[src/rtl/shift_pkg.sv]
// Shared encodings and constants for the multi-cycle shift unit.
package shift_pkg;

  localparam int unsigned SHAMT_W = 5;

  localparam logic [1:0] SHIFT_SLL = 2'b00;
  localparam logic [1:0] SHIFT_SRL = 2'b01;
  localparam logic [1:0] SHIFT_SRA = 2'b10;

  typedef enum logic [1:0] {
    IDLE,
    SHIFT,
    DONE
  } state_e;

endpackage

[src/rtl/shift_step.sv]
// Combinational single-step shifter: moves acc by k positions in the direction given by op.
module shift_step
  import shift_pkg::*;
#(
  parameter int unsigned WIDTH = 32
) (
  input  logic [WIDTH-1:0]   acc,
  input  logic [SHAMT_W-1:0] k,
  input  logic [1:0]         op,
  output logic [WIDTH-1:0]   acc_nxt
);

  always_comb begin
    acc_nxt = acc;
    case (op)
      SHIFT_SRL: acc_nxt = acc >> k;
      SHIFT_SRA: acc_nxt = WIDTH'($signed(acc) >>> k);
      // Reserved encoding 2'b11 behaves as a left shift.
      default:   acc_nxt = acc << k;
    endcase
  end

endmodule

[src/rtl/mc_shifter.sv]
// Iterative shift unit for the EX stage: shifts up to STEP positions per cycle and returns
// the result over a valid/ready handshake.
module mc_shifter
  import shift_pkg::*;
#(
  parameter int unsigned WIDTH = 32,
  parameter int unsigned STEP  = 1
) (
  input  logic             clk,
  input  logic             rst,
  input  logic             start,
  input  logic [1:0]       op,
  input  logic [WIDTH-1:0] data_in,
  input  logic [31:0]      shamt,
  output logic             busy,
  output logic             out_valid,
  input  logic             out_ready,
  output logic [WIDTH-1:0] result
);

  localparam logic [SHAMT_W-1:0] StepAmt = SHAMT_W'(STEP);

  state_e             state_q;
  logic [WIDTH-1:0]   acc_q;
  logic [SHAMT_W-1:0] cnt_q;
  logic [1:0]         op_q;
  logic [SHAMT_W-1:0] k;
  logic [WIDTH-1:0]   acc_nxt;

  // Upper shamt bits are architecturally ignored.
  logic unused_shamt;
  assign unused_shamt = ^shamt[31:SHAMT_W];

  assign k = (cnt_q < StepAmt) ? cnt_q : StepAmt;

  shift_step #(
    .WIDTH(WIDTH)
  ) u_step (
    .acc    (acc_q),
    .k      (k),
    .op     (op_q),
    .acc_nxt(acc_nxt)
  );

  always_ff @(posedge clk or posedge rst) begin
    if (rst) begin
      state_q <= IDLE;
      acc_q   <= '0;
      cnt_q   <= '0;
      op_q    <= SHIFT_SLL;
    end else begin
      case (state_q)
        IDLE: begin
          if (start) begin
            acc_q   <= data_in;
            cnt_q   <= shamt[SHAMT_W-1:0];
            op_q    <= op;
            state_q <= SHIFT;
          end
        end
        SHIFT: begin
          if (cnt_q == '0) begin
            state_q <= DONE;
          end else begin
            acc_q <= acc_nxt;
            cnt_q <= cnt_q - k;
          end
        end
        DONE: begin
          if (out_ready) state_q <= IDLE;
        end
        default: state_q <= IDLE;
      endcase
    end
  end

  assign busy      = (state_q != IDLE);
  assign out_valid = (state_q == DONE);
  assign result    = acc_q;

endmodule

[config.mk]
export PLATFORM = sky130hd
export DESIGN_NAME = mc_shifter
export DESIGN_NICKNAME = d
export VERILOG_FILES = /design/src/rtl/shift_pkg.sv /design/src/rtl/shift_step.sv /design/src/rtl/mc_shifter.sv
export SDC_FILE = /design/constraint.sdc
export NUM_CORES = 1
export LEC_CHECK = 0
export ABC_AREA = 1
export ABC_CLOCK_PERIOD_IN_PS = 2500
export CORE_ASPECT_RATIO = 1.2
export CORE_MARGIN = 3
export CORE_UTILIZATION = 35
export CTS_CLUSTER_DIAMETER = 150
export DETAILED_ROUTE_END_ITERATION = 12
export GPL_TIMING_DRIVEN = 0
export PLACE_DENSITY = 0.6
export SYNTH_ARGS = -nofsm -noshare
export SYNTH_HDL_FRONTEND = slang
export SYNTH_HIERARCHICAL = 1
export SYNTH_SLANG_ARGS = --single-unit
[constraint.sdc]
create_clock -name clk -period 2.5 [get_ports clk]
set_input_delay 0.625 -clock clk [delete_from_list [all_inputs] [get_ports clk]]
set_output_delay 0.625 -clock clk [all_outputs]
set_load 0.005 [all_outputs]
==> impl_results.md <==
* Outcome: finished, final reports clean
* NetSw at around 5.3 mW
* Buffers on Ports at 76
* Power Internal at approximately 4 mW
* Source of the worst register-to-register timing path: cnt_q[3]
* EDFF count, synth at 0
* Yosys warning count at 6
* Number of CTS-inserted buffers at 5
* Die outline width at ~120 µm
* Setup WS post-layout at roughly 73 ps
* Highest attainable clock frequency at between 400 and 500 MHz
* Vias/cell at 5.64
* Kind of capture point of the worst setup path: register
* Leading register cell type out of synthesis: dfrtp_1
* Final cell area excluding filler cells at ~7500 µm²
* Diodes inserted at 0
* Global-route layer with the greatest usage: met2
* Reg-to-reg slack, setup at about 73 ps
* Buffer levels on the longest clock path at 2
* Vias in the first global route at ~7,500
* Global routing usage on met2 at slightly above 50%
* Instance area at placement at slightly below 7000 µm²
* Register-to-Register Path Depth at 19
* Final Routed Wirelength at 30,200 µm
* GRT overflow at 0
* Leak Pwr at between 3 and 4 nW
* Crit path max fanout at 10
* Effective utilization at floorplan at a little over a third
* Global-route wire length before repair at ~45,000 µm
* Post-layout util at approximately 47%
* Switching power share of the total at about 57%
* H-tree depth at 2
* All-layer global routing usage at between 30% and 40%
* CP Data Arrival Time at roughly 2700 ps
* Worst-path clk slew at approximately 70 ps
* Number of detailed-route iterations in the first pass at 7
* Total Die Area at between 15,000 and 20,000 µm²
* CTS tree: built
* Cell variety after synth at 37
* CP Cell Sequence: nor2_4 > nand3_4 > buf_12 > clkinv_8 > buf_12 > nand2_1 > nand2_1 > nor2_1 > a21oi_2 > nand2_1 > nand3_1 > nand3_1 > nand2_1 > nand2_2 > nand2_2 > nand2_1 > nand2_1 > nand2_1 > nand2_1
* Dpl ws at -258 ps
* VDD IR max at between 0.0007 and 0.0008 V
* Fraction of power consumed by the clock network at under 10%
* Clk root buf: clkbuf_16
* Vias at about 7,900
* Hold path depth at 1
* Number of logic stages on the critical path including buffering at 19
* Slew at the pin closest to its max-slew limit at roughly 620 ps
* Dpl hpwl at 23,900 µm
* Syn Area/Cell at about 5.4 µm²
* Start-to-end type of the worst setup path: reg2reg
* Layout-stage area growth over the synthesis result at 29.8%
* Post-synth ARST share at between 90% and 100%
* Post-layout minimum cycle time at roughly 2400 ps
* Number of max-cap violations at 0
* Worst min-delay path class: reg2reg
* Sequential cell area fraction in the yosys report at between 10% and 20%
* Initial antenna violation count at 0
* Combined area of all synthesized cells at a little under 6000 µm²
* Placeable core region at around 16,000 µm²
* Delay of the slowest cell on the worst path at ~420 ps
* Hold buffer count at cts at 0
* Number of cells produced by synthesis at approximately 1,100
* CP dominant cell by count: nand2_1
* Fraction of final layout cells with drive strength greater than 1 at about 16%
* Terminus of the critical flop-to-flop path: result[12]
* Site row count at 50
* Routed wire per std cell at 21.5 µm
* Final slew viol count at 0
* Global Route met3 Usage at ~6.3%
* Floorplan die height at between 100 and 150 µm
* Worst max-slew margin expressed relative to the limit at 58.3%
* Worst Skew at roughly 9.7 ps
* Comb power frac at between 70% and 80%
* Number of flip-flops and latches in the synthesized netlist at around 40
* Data required, critical path at 2750 ps
* Top Ports at roughly 100
* Hold violation total from the final report at 0
* Antenna viol nets, final at 0
* Final setup violation count at 0
* Final worst path period share at approximately 97%
* Sequential group share of total power at 15.0%
* Final RePlAce weighted congestion at just over 1
* Iter 0 DRT Violations at approximately 970
* Setup repair after global routing missed its margin: yes
* Total number of nets in the final design at 1,269
* Number of DRC violations after detailed routing at 0
* End of the worst hold path: op_q[1]
* PwrDens at approximately 1200 nW/µm²
* Grt met1 use at 42.9%
* Worst Setup Start Kind: register
* Critical hold path startpoint: op_q[1]
* TritonCTS Sinks at 41
* Clk_lat worst skew at around 310 ps
* Cell with the largest stage delay on the worst path: dfrtp_1
* WP buf/inv at 3
* Pin count of the biggest net entering global routing at 35
* Top cell family by delay on the critical path: simple AND/OR/NAND/NOR gates
==> repair_timing <==
action	in CTS	in global routing
resized for setup	11	92
hold endpoints to repair	0	0
cloned	0	2
pin swaps	1	19
setup buffers	3	9
setup endpoints to repair	15	29
==> cell usage in the layout (no fill, tap or decap), types with 4 or more instances in the layout <==
cell             instances
nand2_1                507
inv_2                    5
nand2_2                 35
nor2_2                   4
a21oi_1                  9
buf_12                   4
clkbuf_16                7
buf_6                   10
clkbuf_1                12
and2_1                   6
nor2_1                  22
nand3_2                 20
o21ai_1                 30
o21ai_2                 15
dfrtp_1                 40
buf_4                   19
o211ai_1                21
buf_1                    6
conb_1                  16
o21a_1                   4
mux2i_1                  4
inv_1                   29
a21oi_2                  5
buf_2                   35
o21ai_0                 19
nand3_1                198
clkdlybuf4s50_1         76
==> flip-flops by register name (all words and copies together), names as in the netlist <==
name,flops
state_q,2
op_q,2
result,32
cnt_q,5
==> final cells by class <==
type	instances	area (µm²)
Multi-Input combinational cell	946	4530
Sequential cell	41	1030
Inverter	35	144
Clock inverter	3	43.8
Tap cell	208	260
Clock buffer	5	125
Buffer	76	483
Fill cell	1836	8420
Timing Repair Buffer	91	921
==> synth_stat cells, types with 5 or more instances <==
library cell | number | area (µm²)
buf_2 | 35 | 175
buf_6 | 12 | 135
inv_1 | 30 | 113
o211ai_1 | 21 | 158
o21a_1 | 5 | 37.5
dfrtp_1 | 41 | 1030
a21oi_1 | 15 | 75.1
clkbuf_1 | 15 | 56.3
nand3_1 | 216 | 1080
and2_1 | 8 | 50.1
nand2_1 | 533 | 2000
nor2_1 | 25 | 93.8
buf_4 | 8 | 60.1
o21ai_1 | 33 | 165
nand2_2 | 10 | 62.6
buf_1 | 6 | 22.5
o21ai_0 | 30 | 150
==> worst max-delay path by stage <==
stage,startpoint,endpoint
after floorplan,cnt_q[1],result[20]
after global placement,cnt_q[1],result[16]
after detailed placement,cnt_q[4],result[16]
after CTS,cnt_q[2],result[20]
after global routing,cnt_q[3],result[17]
final,cnt_q[3],result[12]
==> per-layer routing <==
| layer | vias up | part of all wire [%] |
|---|---|---|
| li1 | 3751 | - |
| met1 | 3666 | 41 |
| met2 | 396 | 45 |
| met3 | 107 | 8.2 |
| met4 | 0 | 5.9 |
| met5 | - | 0 |
==> worst register-to-register path: cells and delay by family, from the launching register on <==
kind / cells / cell delay (ps)
DFF: 1 / 420
buffers and inverters: 3 / 430
and+or+nand+nor: 15 / 1360
AOI/OAI and AO/OA: 1 / 180
==> power by group through the flow <==
| stage | combinational [mW] | clock, mW | sequential (mW) |
|---|---|---|---|
| after detailed placement | 6.22 | 0 | 1.39 |
| final | 7.11 | 0.801 | 1.39 |
| after global placement | 6.23 | 0 | 1.40 |
| after floorplan | 4.15 | 0 | 1.28 |
| after CTS | 6.35 | 0.816 | 1.37 |
| after global routing | 7.73 | 0.835 | 1.44 |
==> metrics by stage <==
stage	cells	total power, mW	hold slack (ps)	TNS (ps)
2_1_floorplan	1098	5.43	498	0
3_3_place_gp	1382	7.63	527	-6460
3_5_place_dp	1383	7.61	530	-604
4_1_cts	1394	8.53	545	0
5_1_grt	1405	10.0	560	-109
6_report	1405	9.31	541	0
==> cell families (layout without fill, tap and decap cells) <==
family | count (synthesis) | after routing | share of synthesized area (%)
AOI/OAI and AO/OA | 110 | 110 | 10.9
and+or+nand+nor | 810 | 810 | 59.4
adders and majority gates | 3 | 3 | 0.647
muxes | 7 | 7 | 1.27
buffers and inverters | 111 | 210 | 10.1
DFF | 41 | 41 | 17.7
other | 1 | 16 | 0.0646
Power figures use the tool's default switching activity.
